==> config.mk <==
export PLATFORM = sky130hd
export DESIGN_NAME = mips_multicycle_ctrl_flat
export DESIGN_NICKNAME = d
export VERILOG_FILES = /design/src/rtl/mips_multicycle_ctrl_pkg.sv /design/src/rtl/mips_multicycle_ctrl_if.sv /design/src/rtl/mips_multicycle_ctrl_mem_wait_timer.sv /design/src/rtl/mips_multicycle_ctrl.sv /design/src/flat_wrapper.sv
export SDC_FILE = /design/constraint.sdc
export NUM_CORES = 1
export LEC_CHECK = 0
export ABC_CLOCK_PERIOD_IN_PS = 2500
export CORE_MARGIN = 2
export CORE_UTILIZATION = 25
export CTS_BUF_LIST = sky130_fd_sc_hd__clkbuf_2 sky130_fd_sc_hd__clkbuf_4 sky130_fd_sc_hd__clkbuf_8
export DETAILED_ROUTE_END_ITERATION = 6
export GPL_TIMING_DRIVEN = 0
export PLACE_DENSITY = 0.52
export SYNTH_ARGS = -nofsm -noshare
export SYNTH_HDL_FRONTEND = slang
export SYNTH_SLANG_ARGS = --single-unit
==> constraint.sdc <==
create_clock -name clk -period 2.5 [get_ports clk]
set_input_delay 0.5 -clock clk [delete_from_list [all_inputs] [get_ports clk]]
set_output_delay 0.5 -clock clk [all_outputs]
set_load 0.1 [all_outputs]
==> src/rtl/mips_multicycle_ctrl_pkg.sv <==
// Shared definitions for the multi-cycle MIPS control sequencer:
// state encoding, opcode constants and the legal-opcode decode helper.
package mips_pkg;

  typedef enum logic [2:0] {
    ST_IDLE   = 3'd0,
    ST_FETCH  = 3'd1,
    ST_DECODE = 3'd2,
    ST_EXEC   = 3'd3,
    ST_MEM    = 3'd4,
    ST_WB     = 3'd5,
    ST_HALT   = 3'd6
  } state_e;

  localparam logic [5:0] OP_RTYPE = 6'b000000;
  localparam logic [5:0] OP_ADDI  = 6'b001000;
  localparam logic [5:0] OP_LW    = 6'b100011;
  localparam logic [5:0] OP_SW    = 6'b101011;
  localparam logic [5:0] OP_BEQ   = 6'b000100;

  // Width of the memory wait counter; limits TIMEOUT_CYCLES to 255.
  localparam int TIMER_W = 8;

  // True for the five opcodes the sequencer knows how to execute.
  function automatic logic is_legal_op(input logic [5:0] op);
    case (op)
      OP_RTYPE, OP_ADDI, OP_LW, OP_SW, OP_BEQ: is_legal_op = 1'b1;
      default:                                 is_legal_op = 1'b0;
    endcase
  endfunction

endpackage

==> src/rtl/mips_multicycle_ctrl_if.sv <==
// Control bundle between the sequencer (master) and the datapath/memory side (slave).
interface mips_multicycle_ctrl_if;

  logic       start;
  logic [5:0] opcode;
  logic       zero;
  logic       mem_ready;

  logic       mem_req;
  logic       mem_we;
  logic       iord;
  logic       ir_write;
  logic       pc_write;
  logic       pc_src;
  logic       reg_write;
  logic       wb_sel;
  logic       busy;
  logic [2:0] state;
  logic       illegal;
  logic       timeout;

  modport master (
    input  start, opcode, zero, mem_ready,
    output mem_req, mem_we, iord, ir_write, pc_write, pc_src,
           reg_write, wb_sel, busy, state, illegal, timeout
  );

  modport slave (
    output start, opcode, zero, mem_ready,
    input  mem_req, mem_we, iord, ir_write, pc_write, pc_src,
           reg_write, wb_sel, busy, state, illegal, timeout
  );

endinterface

==> src/rtl/mips_multicycle_ctrl_mem_wait_timer.sv <==
// Counts consecutive memory wait cycles and flags the cycle in which the
// wait would reach TIMEOUT_CYCLES, so the FSM can halt instead of completing.
module mem_wait_timer
  import mips_pkg::*;
#(
  parameter int unsigned TIMEOUT_CYCLES = 15
) (
  input  logic clk,
  input  logic reset,
  input  logic clr,
  input  logic en,
  output logic expired
);

  localparam logic [TIMER_W-1:0] LIMIT_M1 = TIMER_W'(TIMEOUT_CYCLES - 1);

  logic [TIMER_W-1:0] cnt_q;
  logic [TIMER_W-1:0] cnt_d;

  // Next count: clear on entry to a wait state, otherwise count stalled cycles.
  always_comb begin
    cnt_d = cnt_q;
    if (clr) begin
      cnt_d = {TIMER_W{1'b0}};
    end else if (en) begin
      cnt_d = cnt_q + {{(TIMER_W-1){1'b0}}, 1'b1};
    end else begin
      cnt_d = cnt_q;
    end
  end

  // Counter register.
  always_ff @(posedge clk or posedge reset) begin
    if (reset) begin
      cnt_q <= {TIMER_W{1'b0}};
    end else begin
      cnt_q <= cnt_d;
    end
  end

  // This stalled cycle is the one that would bring the count to the limit.
  assign expired = en && (cnt_q == LIMIT_M1);

endmodule

==> src/rtl/mips_multicycle_ctrl.sv <==
// Multi-cycle MIPS control sequencer: walks each instruction through
// fetch/decode/execute/memory/write-back and halts on illegal opcodes or
// memory timeouts.
module mips_multicycle_ctrl
  import mips_pkg::*;
#(
  parameter int unsigned TIMEOUT_CYCLES = 15
) (
  input logic                   clk,
  input logic                   reset,
  mips_multicycle_ctrl_if.master bus
);

  state_e     state_q, state_d;
  logic [5:0] op_q, op_d;
  logic       busy_q, busy_d;
  logic       illegal_q, illegal_d;
  logic       timeout_q, timeout_d;

  logic mem_req, mem_we, iord, ir_write, pc_write, pc_src, reg_write, wb_sel;
  logic wait_en, wait_clr, wait_expired;

  // A stalled memory cycle: in a memory state with the access not yet done.
  assign wait_en  = ((state_q == ST_FETCH) || (state_q == ST_MEM)) && !bus.mem_ready;
  // Restart the wait count whenever a memory state is newly entered.
  assign wait_clr = ((state_d == ST_FETCH) || (state_d == ST_MEM)) && (state_d != state_q);

  mem_wait_timer #(
    .TIMEOUT_CYCLES(TIMEOUT_CYCLES)
  ) u_timer (
    .clk    (clk),
    .reset  (reset),
    .clr    (wait_clr),
    .en     (wait_en),
    .expired(wait_expired)
  );

  // Next-state and control decode; FETCH enables are Mealy on mem_ready.
  always_comb begin
    state_d   = state_q;
    op_d      = op_q;
    illegal_d = illegal_q;
    timeout_d = timeout_q;
    mem_req   = 1'b0;
    mem_we    = 1'b0;
    iord      = 1'b0;
    ir_write  = 1'b0;
    pc_write  = 1'b0;
    pc_src    = 1'b0;
    reg_write = 1'b0;
    wb_sel    = 1'b0;
    case (state_q)
      ST_IDLE: begin
        if (bus.start) begin
          state_d = ST_FETCH;
        end else begin
          state_d = ST_IDLE;
        end
      end
      ST_FETCH: begin
        mem_req = 1'b1;
        if (bus.mem_ready) begin
          ir_write = 1'b1;
          pc_write = 1'b1;
          state_d  = ST_DECODE;
        end else if (wait_expired) begin
          timeout_d = 1'b1;
          state_d   = ST_HALT;
        end else begin
          state_d = ST_FETCH;
        end
      end
      ST_DECODE: begin
        op_d = bus.opcode;
        if (is_legal_op(bus.opcode)) begin
          state_d = ST_EXEC;
        end else begin
          illegal_d = 1'b1;
          state_d   = ST_HALT;
        end
      end
      ST_EXEC: begin
        case (op_q)
          OP_RTYPE, OP_ADDI: state_d = ST_WB;
          OP_LW, OP_SW:      state_d = ST_MEM;
          OP_BEQ: begin
            pc_src   = 1'b1;
            pc_write = bus.zero;
            state_d  = ST_FETCH;
          end
          default:           state_d = ST_HALT;
        endcase
      end
      ST_MEM: begin
        mem_req = 1'b1;
        iord    = 1'b1;
        mem_we  = (op_q == OP_SW);
        if (bus.mem_ready) begin
          if (op_q == OP_LW) begin
            state_d = ST_WB;
          end else begin
            state_d = ST_FETCH;
          end
        end else if (wait_expired) begin
          timeout_d = 1'b1;
          state_d   = ST_HALT;
        end else begin
          state_d = ST_MEM;
        end
      end
      ST_WB: begin
        reg_write = 1'b1;
        wb_sel    = (op_q == OP_LW);
        state_d   = ST_FETCH;
      end
      ST_HALT: begin
        state_d = ST_HALT;
      end
      default: begin
        state_d = ST_HALT;
      end
    endcase
    busy_d = (state_d != ST_IDLE) && (state_d != ST_HALT);
  end

  // State, captured opcode, registered busy and sticky error flags.
  always_ff @(posedge clk or posedge reset) begin
    if (reset) begin
      state_q   <= ST_IDLE;
      op_q      <= 6'd0;
      busy_q    <= 1'b0;
      illegal_q <= 1'b0;
      timeout_q <= 1'b0;
    end else begin
      state_q   <= state_d;
      op_q      <= op_d;
      busy_q    <= busy_d;
      illegal_q <= illegal_d;
      timeout_q <= timeout_d;
    end
  end

  assign bus.mem_req   = mem_req;
  assign bus.mem_we    = mem_we;
  assign bus.iord      = iord;
  assign bus.ir_write  = ir_write;
  assign bus.pc_write  = pc_write;
  assign bus.pc_src    = pc_src;
  assign bus.reg_write = reg_write;
  assign bus.wb_sel    = wb_sel;
  assign bus.busy      = busy_q;
  assign bus.state     = state_q;
  assign bus.illegal   = illegal_q;
  assign bus.timeout   = timeout_q;

endmodule

==> src/flat_wrapper.sv <==
// flat-port wrapper written by rule: the top's interface ports become plain ports
module mips_multicycle_ctrl_flat import mips_pkg::*;
#(
  parameter int unsigned TIMEOUT_CYCLES = 15
)
  (clk, reset, bus_start, bus_opcode, bus_zero, bus_mem_ready, bus_mem_req, bus_mem_we, bus_iord, bus_ir_write, bus_pc_write, bus_pc_src, bus_reg_write, bus_wb_sel, bus_busy, bus_state, bus_illegal, bus_timeout);
  mips_multicycle_ctrl_if bus_i ();
  input logic clk;
  input logic reset;
  input wire logic [$bits(bus_i.start)-1:0] bus_start;
  input wire logic [$bits(bus_i.opcode)-1:0] bus_opcode;
  input wire logic [$bits(bus_i.zero)-1:0] bus_zero;
  input wire logic [$bits(bus_i.mem_ready)-1:0] bus_mem_ready;
  output wire logic [$bits(bus_i.mem_req)-1:0] bus_mem_req;
  output wire logic [$bits(bus_i.mem_we)-1:0] bus_mem_we;
  output wire logic [$bits(bus_i.iord)-1:0] bus_iord;
  output wire logic [$bits(bus_i.ir_write)-1:0] bus_ir_write;
  output wire logic [$bits(bus_i.pc_write)-1:0] bus_pc_write;
  output wire logic [$bits(bus_i.pc_src)-1:0] bus_pc_src;
  output wire logic [$bits(bus_i.reg_write)-1:0] bus_reg_write;
  output wire logic [$bits(bus_i.wb_sel)-1:0] bus_wb_sel;
  output wire logic [$bits(bus_i.busy)-1:0] bus_busy;
  output wire logic [$bits(bus_i.state)-1:0] bus_state;
  output wire logic [$bits(bus_i.illegal)-1:0] bus_illegal;
  output wire logic [$bits(bus_i.timeout)-1:0] bus_timeout;
  assign bus_i.start = bus_start;
  assign bus_i.opcode = bus_opcode;
  assign bus_i.zero = bus_zero;
  assign bus_i.mem_ready = bus_mem_ready;
  assign bus_mem_req = bus_i.mem_req;
  assign bus_mem_we = bus_i.mem_we;
  assign bus_iord = bus_i.iord;
  assign bus_ir_write = bus_i.ir_write;
  assign bus_pc_write = bus_i.pc_write;
  assign bus_pc_src = bus_i.pc_src;
  assign bus_reg_write = bus_i.reg_write;
  assign bus_wb_sel = bus_i.wb_sel;
  assign bus_busy = bus_i.busy;
  assign bus_state = bus_i.state;
  assign bus_illegal = bus_i.illegal;
  assign bus_timeout = bus_i.timeout;
  mips_multicycle_ctrl #(.TIMEOUT_CYCLES(TIMEOUT_CYCLES)) u_core (.clk(clk), .reset(reset), .bus(bus_i));
endmodule
==> flow_summary.ini, run 1 <==
[critical_path]
cp_cell_sequence = inv_1, nand3_1, nor2_4, a21o_4, buf_2
crit_path_top_delay_cell = dfrtp_4
critPathMaxStageDelay_ns = 0.53
start_kind = flop
path_max_fanout = 7
cp.arrival_ns = 1.90
critPathRequiredTime_ns = 2.00
path_class = reg2out
worstSetupEndpointType = output port

[synth]
netlist.area_leader.share_pct = 43.2
yosys.area.top_type = dfrtp_1
synth_warnings = 0
synth_async_sr_flop_share_pct = 100
syn_area_per_cell_um2 = 10.5
synth_cell_type_count = 37
ys_seq_elements = 20
synth_edf_count = 0
syn_nets = 123
synth_area_um2 = 1160
synthTopCellsByArea = dfrtp_1 43%, mux2_2 5.8%, xor2_1 4.5%
synth_top_flop_cell = dfrtp_1
yosysSeqAreaShare_pct = 43.2
syn_inst = 110
synthTopCellsByCount = 20 x dfrtp_1, 9 x a21oi_1, 7 x nand3_1
yosysMostFrequentCell = dfrtp_1

[placement]
io_buffer_count = 23
dp.cells = 185
place_hpwl_um = 2040
pre_cts_ws_ns = -0.337
globalplace.congestion = 0.815
placed_area_um2 = 1540

[layout]
drive_gt1_share_pct = 30.7
layout.cells.non_filler = 189
multi_input_area_um2 = 708
fin_area_um2 = 1620
area_growth_pct = 39.9
nNetsFinal = 151
antenna_cells = 0
fillers = 432
seqCellArea_um2 = 509
fin_util_pct = 36.7

[floorplan]
ios = 25
rows = 24
die_w_um = 72.0
core_area_um2 = 4410
start_util_pct = 26.2
fp.dieH_um = 72.0
die_area_um2 = 5190

[clocking]
numClockSinks = 20
cts_setup_buffers = 0
clk_latency_ns = 0.26
cts_buffer_depth = 2
cts_tree = yes
clk_pin_slew_ns = 0.08
root_buffer = clkbuf_8
cts-htree-levels = 1
cts_buffers = 3

[grt]
track_usage_pct = 11.2
grt-ovfl-total = 0
grt_first_pass_wirelength_um = 4510
antenna_found_initial = 0
first_global_vias = 965
grt_start_max_net_pins = 21

[power]
ir_drop_mv = 0.482
total_leakage_power_nw = 0.698
power_density_nw_per_um2 = 648

[worst_hold_path]
hold_path_class = reg2reg

[detailed_routing]
via_per_inst = 4.92
vias = 929
dr.pass1.iters = 4
drt-wirelength-per-cell_um = 14.0
postRouteAntennaNets = 0
drt-initial-drc-count = 89
drcViolationCount = 0
wl_um = 2640

[timing]
finalClockSkew_ns = 0.00746
tightest_slew_ns = 0.964
hold_violations = 0
setup_tns_ns = 0
relSlewSlack_pct = 35.5
drv_slew = 0
fin_crit_sh_pct = 96.0
fin_ws_ns = 0.101
fmax_ghz = 0.417
finalSetupViolCount = 0
rsz0062_at_grt = no
timing.final.crit_period_ns = 2.40

[run]
maxCapViolCount = 0

[status]
status = finished, final reports clean
[stage by stage]
stage          hold slack [ns]  power (W)
2_1_floorplan            0.464   0.000660
3_3_place_gp             0.446   0.000721
3_5_place_dp             0.446   0.000730
4_1_cts                  0.463    0.00106
5_1_grt                  0.474    0.00111
6_report                 0.457    0.00105
[flip-flops by register name (all words and copies together), names as in the netlist]
| signal | count |
|---|---|
| u_core.bus.state | 3 |
| u_core.u_timer.cnt_q | 8 |
| u_core.op_q | 6 |
| u_core.bus.timeout | 1 |
| u_core.bus.illegal | 1 |
| u_core.bus.busy | 1 |
[worst max-delay path, delay by kind of cell, from the launching register on]
| kind | cells | cell delay, ns |
|---|---|---|
| simple gates | 2 | 0.37 |
| compound gates | 1 | 0.12 |
| buf+inv | 2 | 0.61 |
| flops | 1 | 0.53 |
[routing by layer]
metal,GRT usage (%),vias to the layer above,share of wire (%)
met5,0,-,0
met3,3.06,4,4.8
met4,4.19,0,1.4
met2,17.9,22,47
li1,-,451,-
met1,14.5,452,46
[report_power, final]
part           switching, W  internal, W
Combinational      0.000116     0.000120
Sequential        0.0000916     0.000397
Clock              0.000111     0.000214
[cells in the final DEF, fill, tap and decap left out, types with 2 or more instances in the layout]
| cell type | Yosys | layout |
|---|---|---|
| nand3_1 | 7 | 7 |
| nor3_1 | 3 | 2 |
| clkdlybuf4s50_1 | 0 | 15 |
| mux2_2 | 6 | 6 |
| a31oi_1 | 2 | 2 |
| clkdlybuf4s15_2 | 0 | 4 |
| o21ai_0 | 3 | 3 |
| nand2_1 | 6 | 6 |
| a21oi_1 | 9 | 9 |
| dfrtp_4 | 0 | 2 |
| a21o_1 | 4 | 3 |
| dfrtp_1 | 20 | 17 |
| ha_1 | 2 | 2 |
| clkbuf_8 | 0 | 3 |
| nor3_2 | 2 | 2 |
| nor2_4 | 0 | 2 |
| inv_1 | 6 | 6 |
| nor2_1 | 5 | 3 |
| xnor2_1 | 2 | 2 |
| and3_1 | 3 | 3 |
| buf_2 | 3 | 4 |
| xor2_1 | 6 | 6 |
[cell type report]
class	count	area share, %
clock buffer	3	2.55
buffer	4	1.70
timing repair buffer	23	13.3
clock inverter	1	1.85
sequential	20	31.5
tap	52	4.02
multi-input combinational	80	43.7
inverter	6	1.39
[timing repair]
action,CTS,global route
hold buffers,0,0
resized for setup,24,10
endpoints found under the setup margin,8,11
[cells by family (layout without fill, tap and decap cells)]
kind of cell / Yosys count / after routing / synth area share (%)
and+or+nand+nor: 36 / 36 / 19.7
AOI/OAI and AO/OA: 26 / 26 / 17.2
DFF: 20 / 20 / 43.2
buffers and inverters: 10 / 37 / 3.57
xor gates and xnor gates: 9 / 9 / 7.46
muxes: 7 / 7 / 6.70
adders and majority gates: 2 / 2 / 2.16
[worst paths after layout]
kind	startpoint	to	slack [ns]	depth (start not counted)
max	u_core.bus.state[2]	bus_pc_write	0.10	5
max in group asynchronous	reset	u_core.bus.state[0]	1.23	2
max reg2reg	u_core.bus.state[1]	u_core.u_timer.cnt_q[1]	0.33	7
min in group asynchronous	reset	u_core.bus.timeout	0.69	2
min reg2reg	u_core.bus.illegal	u_core.bus.illegal	0.46	1
min	u_core.bus.illegal	u_core.bus.illegal	0.46	1
(Power assumes the default switching activity.)
==> run 2: changes to the inputs <==
CORE_UTILIZATION = 35   (was 25)
PLACE_DENSITY = 0.66   (was 0.52)
==> flow_summary.ini, run 2 (synthesized netlist as in run 1, its figures left out) <==
[floorplan]
start_util_pct = 37.3
ios = 25
rows = 20
fp.dieH_um = 61.5
die_w_um = 61.5
core_area_um2 = 3100
die_area_um2 = 3780

[timing]
finalSetupViolCount = 0
tightest_slew_ns = 0.966
finalClockSkew_ns = 0.00855
timing.final.crit_period_ns = 2.44
whs_ns = 0.476
relSlewSlack_pct = 35.4
hold_violations = 0
fin_crit_sh_pct = 97.5
fin_ws_ns = 0.0615
rsz0062_at_grt = no
drv_slew = 0
setup_tns_ns = 0
fmax_ghz = 0.410

[run]
maxCapViolCount = 0

[layout]
drive_gt1_share_pct = 29.2
fin_util_pct = 50.3
largest_register_ffs = 8
area_growth_pct = 34.9
layout_common_cells = 17 x dfrtp_1, 15 x clkdlybuf4s50_1, 9 x a21oi_1
fin_area_um2 = 1560
nNetsFinal = 151
antenna_cells = 0
largest-register = u_core.u_timer.cnt_q
layout_commonest_cell = dfrtp_1

[critical_path]
critPathRequiredTime_ns = 2.00
path_class = reg2out
worstSetupEndpointType = output port
worstReg2RegEnd = u_core.u_timer.cnt_q[1]
rr_startpoint = u_core.bus.state[1]
start_kind = flop
path_buf_inv = 1
cp.arrival_ns = 1.94
path_max_fanout = 7
crit_path_top_delay_cell = clkdlybuf4s50_1
r2r_setup_slack_ns = 0.33
r2r_cells = 7
path_delay_family = buffers and inverters
critPathMaxStageDelay_ns = 1.15
cp_cell_sequence = clkdlybuf4s50_1

[detailed_routing]
drt-met1-wl_um = 1160
drcViolationCount = 0
met2WireLength_um = 1330
postRouteAntennaNets = 0
dr.pass1.iters = 4
via_per_inst = 5.25
drt-wirelength-per-cell_um = 14.7
top_layer = met4
dr_wl_met3_um = 104
wl_um = 2660
vias = 951
drt-initial-drc-count = 21

[power]
power_density_nw_per_um2 = 577
ir_drop_mv = 0.589
total_leakage_power_nw = 0.683

[worst_hold_path]
hold_end = u_core.bus.timeout
hold_path_class = reg2reg
hold_path_depth = 1
hold_start = u_core.bus.timeout

[clocking]
cts_buffer_depth = 2
clk_latency_ns = 0.31
root_buffer = clkbuf_4
cts_tree = yes
cts_setup_buffers = 0
numClockSinks = 20
clk_pin_slew_ns = 0.11
cts_buffers = 3
cts-htree-levels = 1

[placement]
io_buffer_count = 23
globalplace.congestion = 0.789
placed_area_um2 = 1530
place_hpwl_um = 2010
pre_cts_ws_ns = -0.305

[grt]
grt_first_pass_wirelength_um = 4510
grt_start_max_net_pins = 21
first_global_vias = 930
track_usage_pct = 16.5
antenna_found_initial = 0
grt-ovfl-total = 0

[status]
status = finished, final reports clean
[run 2: metrics by stage]
step,cells,total power [W]
after global placement,177,0.000717
after global routing,181,0.000955
after CTS,181,0.000903
final,181,0.000901
after floorplan,110,0.000660
after detailed placement,177,0.000735
[run 2: power by group]
group          internal (W)  total, W  leakage (nW)  switching (W)
clock network     0.0000731  0.000175        0.0184       0.000102
registers          0.000396  0.000492         0.248      0.0000958
logic              0.000119  0.000234         0.417       0.000115
total              0.000588  0.000901         0.683       0.000312
[run 2: worst max-delay path by stage]
| stage | startpoint | to | slack [ns] | cells past startpoint |
|---|---|---|---|---|
| after floorplan | u_core.bus.state[0] | bus_mem_we | -0.62 | 4 |
| after global placement | u_core.bus.state[2] | bus_pc_write | -0.30 | 5 |
| after detailed placement | u_core.bus.state[2] | bus_pc_write | -0.30 | 5 |
| after CTS | u_core.bus.state[0] | bus_mem_we | 0.007 | 5 |
| after global routing | bus_opcode[2] | u_core.u_timer.cnt_q[1] | 0.001 | 7 |
| final | u_core.bus.state[2] | bus_state[2] | 0.06 | 1 |
[run 2: layer usage]
| layer | GRT usage [%] | vias to the layer above |
|---|---|---|
| met3 | 3.15 | 6 |
| li1 | - | 452 |
| met4 | 7.29 | 0 |
| met2 | 26.6 | 22 |
| met5 | 0 | - |
| met1 | 21.5 | 471 |
[run 2: repair_timing]
item / CTS / global route
resized for setup: 26 / 9
hold buffers: 0 / 0
setup endpoints to repair: 8 / 12
[run 2: final cells by class]
cell class              count  area [µm²]
inverters                   6        22.5
clock buffers               4        30.0
repair buffers             23         218
fillers                   303        1540
well taps                  44        55.1
plain buffers               4        27.5
flip-flops and latches     20         509
multi-input cells          80         699
